### config.mk
export PLATFORM = sky130hd
export DESIGN_NAME = pll_lock_supervisor
export DESIGN_NICKNAME = d
export VERILOG_FILES = /design/src/rtl/pll_sup_pkg.sv /design/src/rtl/pll_lock_sync.sv /design/src/rtl/pll_lock_supervisor.sv
export SDC_FILE = /design/constraint.sdc
export NUM_CORES = 1
export LEC_CHECK = 0
export CORE_MARGIN = 1.5
export CORE_UTILIZATION = 54
export CTS_CLUSTER_DIAMETER = 50
export DETAILED_ROUTE_END_ITERATION = 6
export PLACE_DENSITY = 0.83
export SKIP_LAST_GASP = 1
export SYNTH_ARGS = -nofsm -noshare
export SYNTH_HDL_FRONTEND = slang
export SYNTH_HIERARCHICAL = 1
export SYNTH_SLANG_ARGS = --single-unit
### constraint.sdc
create_clock -name refclk -period 4.45 [get_ports refclk]
set_input_delay 1.335 -clock refclk [delete_from_list [all_inputs] [get_ports refclk]]
set_output_delay 1.335 -clock refclk [all_outputs]
set_load 0.02 [all_outputs]
### src/rtl/pll_sup_pkg.sv
// Shared types and sizing helpers for the PLL lock supervisor.
package pll_sup_pkg;

    typedef enum logic [2:0] {
        PLL_RESET = 3'd0,
        WAIT_LOCK = 3'd1,
        STABLE    = 3'd2,
        RUN       = 3'd3,
        FAULT     = 3'd4
    } sup_state_t;

    // Timer must hold the largest terminal value (parameter - 1); never narrower than 1 bit.
    function automatic int timer_width(input int a, input int b, input int c);
        int m;
        m = a;
        if (b > m) m = b;
        if (c > m) m = c;
        return (m < 2) ? 1 : $clog2(m);
    endfunction

    function automatic int count_width(input int max_val);
        return (max_val < 1) ? 1 : $clog2(max_val + 1);
    endfunction

endpackage

### src/rtl/pll_lock_sync.sv
// Multi-flop synchronizer bringing the asynchronous PLL locked flag into the refclk domain.
module pll_lock_sync #(
    parameter int SYNC_STAGES = 2
) (
    input  logic refclk,
    input  logic rst,
    input  logic d,
    output logic q
);

    logic [SYNC_STAGES-1:0] sync_q;

    always_ff @(posedge refclk) begin
        if (rst) begin
            sync_q <= '0;
        end else begin
            sync_q <= {sync_q[SYNC_STAGES-2:0], d};
        end
    end

    assign q = sync_q[SYNC_STAGES-1];

endmodule

### src/rtl/pll_lock_supervisor.sv
// Sequences the PLL reset, qualifies lock stability and releases the downstream system reset;
// retries failed lock attempts and parks in a sticky fault once the retry budget is spent.
module pll_lock_supervisor
    import pll_sup_pkg::*;
#(
    parameter int RST_CYCLES    = 16,
    parameter int LOCK_TIMEOUT  = 100000,
    parameter int STABLE_CYCLES = 1024,
    parameter int MAX_RETRIES   = 3,
    parameter int SYNC_STAGES   = 2,
    parameter int CNT_W         = 8
) (
    input  logic             refclk,
    input  logic             rst,
    input  logic             locked,
    input  logic             clear_fault,
    output logic             pll_rst,
    output logic             sys_rst,
    output logic             ready,
    output logic             fault,
    output logic [CNT_W-1:0] lock_loss_cnt
);

    localparam int TIMER_W = timer_width(RST_CYCLES, LOCK_TIMEOUT, STABLE_CYCLES);
    localparam int RETRY_W = count_width(MAX_RETRIES);

    localparam logic [TIMER_W-1:0] RST_LAST     = TIMER_W'(RST_CYCLES - 1);
    localparam logic [TIMER_W-1:0] TIMEOUT_LAST = TIMER_W'(LOCK_TIMEOUT - 1);
    localparam logic [TIMER_W-1:0] STABLE_LAST  = TIMER_W'(STABLE_CYCLES - 1);
    localparam logic [RETRY_W-1:0] RETRY_MAX    = RETRY_W'(MAX_RETRIES);

    sup_state_t         state;
    logic [TIMER_W-1:0] timer;
    logic [RETRY_W-1:0] retries;
    logic [CNT_W-1:0]   loss_cnt;
    logic               locked_s;

    function automatic logic [CNT_W-1:0] sat_inc(input logic [CNT_W-1:0] v);
        return (&v) ? v : v + 1'b1;
    endfunction

    pll_lock_sync #(
        .SYNC_STAGES (SYNC_STAGES)
    ) u_lock_sync (
        .refclk (refclk),
        .rst    (rst),
        .d      (locked),
        .q      (locked_s)
    );

    // Every transition below also clears the timer; timed states leave before it can wrap.
    always_ff @(posedge refclk) begin
        if (rst) begin
            state    <= PLL_RESET;
            timer    <= '0;
            retries  <= '0;
            loss_cnt <= '0;
        end else begin
            timer <= timer + 1'b1;
            case (state)
                PLL_RESET: begin
                    if (timer == RST_LAST) begin
                        state <= WAIT_LOCK;
                        timer <= '0;
                    end
                end
                WAIT_LOCK: begin
                    if (locked_s) begin
                        state <= STABLE;
                        timer <= '0;
                    end else if (timer == TIMEOUT_LAST) begin
                        timer <= '0;
                        if (retries == RETRY_MAX) begin
                            state <= FAULT;
                        end else begin
                            retries <= retries + 1'b1;
                            state   <= PLL_RESET;
                        end
                    end
                end
                STABLE: begin
                    if (!locked_s) begin
                        state <= WAIT_LOCK;
                        timer <= '0;
                    end else if (timer == STABLE_LAST) begin
                        state   <= RUN;
                        timer   <= '0;
                        retries <= '0;
                    end
                end
                RUN: begin
                    timer <= timer;
                    if (!locked_s) begin
                        state    <= PLL_RESET;
                        timer    <= '0;
                        loss_cnt <= sat_inc(loss_cnt);
                    end
                end
                FAULT: begin
                    timer <= timer;
                    if (clear_fault) begin
                        state   <= PLL_RESET;
                        timer   <= '0;
                        retries <= '0;
                    end
                end
                default: begin
                    state <= PLL_RESET;
                    timer <= '0;
                end
            endcase
        end
    end

    // Moore decode straight off the state register.
    assign pll_rst       = (state == PLL_RESET);
    assign sys_rst       = (state != RUN);
    assign ready         = (state == RUN);
    assign fault         = (state == FAULT);
    assign lock_loss_cnt = loss_cnt;

endmodule
==> reports/results.txt <==
chip height: 60.3 um
DP Worst Slack: 1410 ps
total chip power: 0.525 mW
#FFs+latches synth: 32
Distinct cells, synth: 53
most frequent cell after synthesis: dfxtp_1
Worst EP arrival: 1850 ps
combinational fraction of design power: 3.0%
Synthesized Nets: 213
vias in the first global route: 1,328
Inserted Clock Buffers: 5
Antenna Nets Post-Route: 0
WP data required: 3120 ps
Clock Skews: 11.3 ps
hold path endpoint: u_lock_sync/sync_q[1]$_SDFF_PP0_
Peak Freq: 314 MHz
FF-to-FF Start: timer[0]$_SDFFE_PP0P_
pwr/cell area: 260 nW/um^2
Syn Area/Cell: 8.61 sq um
share of layout cells above drive strength 1: 9.87%
Syn-to-layout area delta: 13.8%
Setup TNS Final: 0 ps
clock share of power: 41.2%
register area share after synthesis: 36.1%
fin util: 65.6%
Final Critical Period: 3180 ps
worst IR drop on VDD: 133 uV
clk_lat worst skew: 330 ps
worst-path fanout max: 11
Yosys top cell by area: dfxtp_1
Setup WS post-layout: 1270 ps
Root Buffer: clkbuf_4
Min-Delay Path Depth: 1
Hold Path Origin: u_lock_sync/sync_q[0]$_SDFF_PP0_
cts repair resizes: 0
synthesized instance count: 206
Post-synth EDFFs: 0
status: complete, no violations
initial antenna violation count: 0
Remaining DRCs: 0
synthesized area: 1770 sq um
CTS clock-pin slew for the worst setup and hold paths: 90 ps
Worst Hold Class: flip-flop to flip-flop
Slew Viols, Final: 0
fin crit share: 71.6%
Fillers: 278
CTS sink cnt: 32
pin count of the biggest net entering global routing: 26
Leak Pwr: 0.718 nW
clock tree buffer depth: 2
synth top area cells: dfxtp_1 36%, nor2_1 4.7%, xnor2_1 4.0%
reg2reg path depth: 7
DR vias/cell: 5.67
share of the synthesized area in the top cell type: 36.1%
Syn. warnings: 6
port buffer count: 15
Fin. Hold Viols: 0
WS Path Type: flip-flop to primary output
synth cell count leaders: 32 x dfxtp_1, 22 x nor2_1, 15 x nand2_1
ys flop type: dfxtp_1
Critical R2R Capture: timer[7]$_SDFFE_PP0P_
via count: 1,515
Nets: 229
RSZ-0062 raised after global routing: false
Slew HR: 43.2%
register-to-register setup slack: 2280 ps
DIE AREA: 3640 sq um
crit start category: flip-flop
GP Congestion: 0.870
Setup violations, final: 0
I/O pin total: 16
Post-CTS Setup Inserts: 0
hold_buf cts: 0
drt pass-1 iters: 4
routed length per instance: 13.4 um
Die X: 60.3 um
Switching Fraction: 21.2%
CTS HTree Levels: 2
Synth async-reset ratio: 0%
Core Footprint: 3080 sq um
Rows: 20
Initial Util: 57.6%
n_diodes: 0
Worst-Margin Slew: 849 ps
maxcap violations: 0
HPWL Detailed: 2560 um
CTS tree: built
global-route wire length before repair: 6110 um
Internal: 0.414 mW
Critical Path End Type: primary output
Reg power frac: 55.8%
GRT Residual Overflow: 0
GRT Total Usage: 22.4%
sw power: 0.111 mW
starting DRC count in detailed routing: 77
Total Routed Length: 3570 um
==> cell type report <==
type	count	area [sq um]	share of cell area (%)
sequential	32	641	31.7
timing repair buffer	15	150	7.44
tap	44	55.1	2.73
inverter	4	20.0	0.992
clock inverter	2	35.0	1.74
multi-input combinational	164	1080	53.3
clock buffer	6	41.3	2.05
==> kinds of logic after synthesis <==
group | Yosys count | share of synthesized area (%)
buf+inv | 10 | 3.18
flops | 32 | 36.1
simple gates | 100 | 32.9
fa+ha+maj | 3 | 2.12
xor+xnor | 14 | 6.92
mux | 2 | 1.13
compound gates | 45 | 17.6
==> metal layers <==
metal	up-vias	routed length, um	track usage, %
met5	-	0	0
met1	699	1700	29.9
met2	34	1700	35.6
met3	4	136	6.49
li1	778	-	-
met4	0	37	5.71
==> critical path, cell delays in order, from the launching register on <==
cell             delay, ps
dfxtp_1                530
inv_1                   70
or2_4                  270
clkinv_4                60
clkdlybuf4s50_1        590
==> sequential cells by signal, indices dropped and copies added (netlist names) <==
name	flops
retries	2
lock_loss_cnt	8
state	3
timer	17
u_lock_sync/sync_q	2
==> through the flow <==
stage	cells	area [sq um]	hold slack (ps)
final	267	2020	455
after global placement	259	1940	434
after global routing	267	2020	478
after detailed placement	259	1940	448
after CTS	267	2020	465
after floorplan	206	1770	414
==> power by group through the flow <==
stage          Clock [mW]  Combinational [mW]  Sequential [mW]
2_1_floorplan           0              0.0101            0.299
3_3_place_gp            0              0.0154            0.299
3_5_place_dp            0              0.0154            0.299
4_1_cts             0.222              0.0155            0.293
5_1_grt             0.235              0.0174            0.294
6_report            0.216              0.0157            0.293
==> how the worst max path moves through the flow <==
stage,start,to,slack [ps],depth (start not counted)
floorplan,state[2]$_SDFFE_PP0P_,pll_rst,2110,2
global placement,rst,timer[4]$_SDFFE_PP0P_,1430,4
detailed placement,rst,timer[5]$_SDFFE_PP0P_,1410,5
CTS,state[0]$_SDFFE_PP0P_,ready,1250,4
global route,state[0]$_SDFFE_PP0P_,ready,1170,4
finish,state[0]$_SDFFE_PP0P_,ready,1270,4
==> cells in the final DEF (no fill, tap or decap), drive strengths merged, types with 7 or more instances in the layout <==
cell | Yosys | final
dfxtp | 32 | 32
nor2 | 22 | 22
nand2 | 16 | 16
clkdlybuf4s50 | 0 | 15
o21ai | 12 | 12
nor3 | 11 | 11
a21oi | 11 | 11
nand3 | 11 | 11
xnor2 | 8 | 8
nand2b | 8 | 8
and3 | 7 | 7
Power figures use the tool's default switching activity.
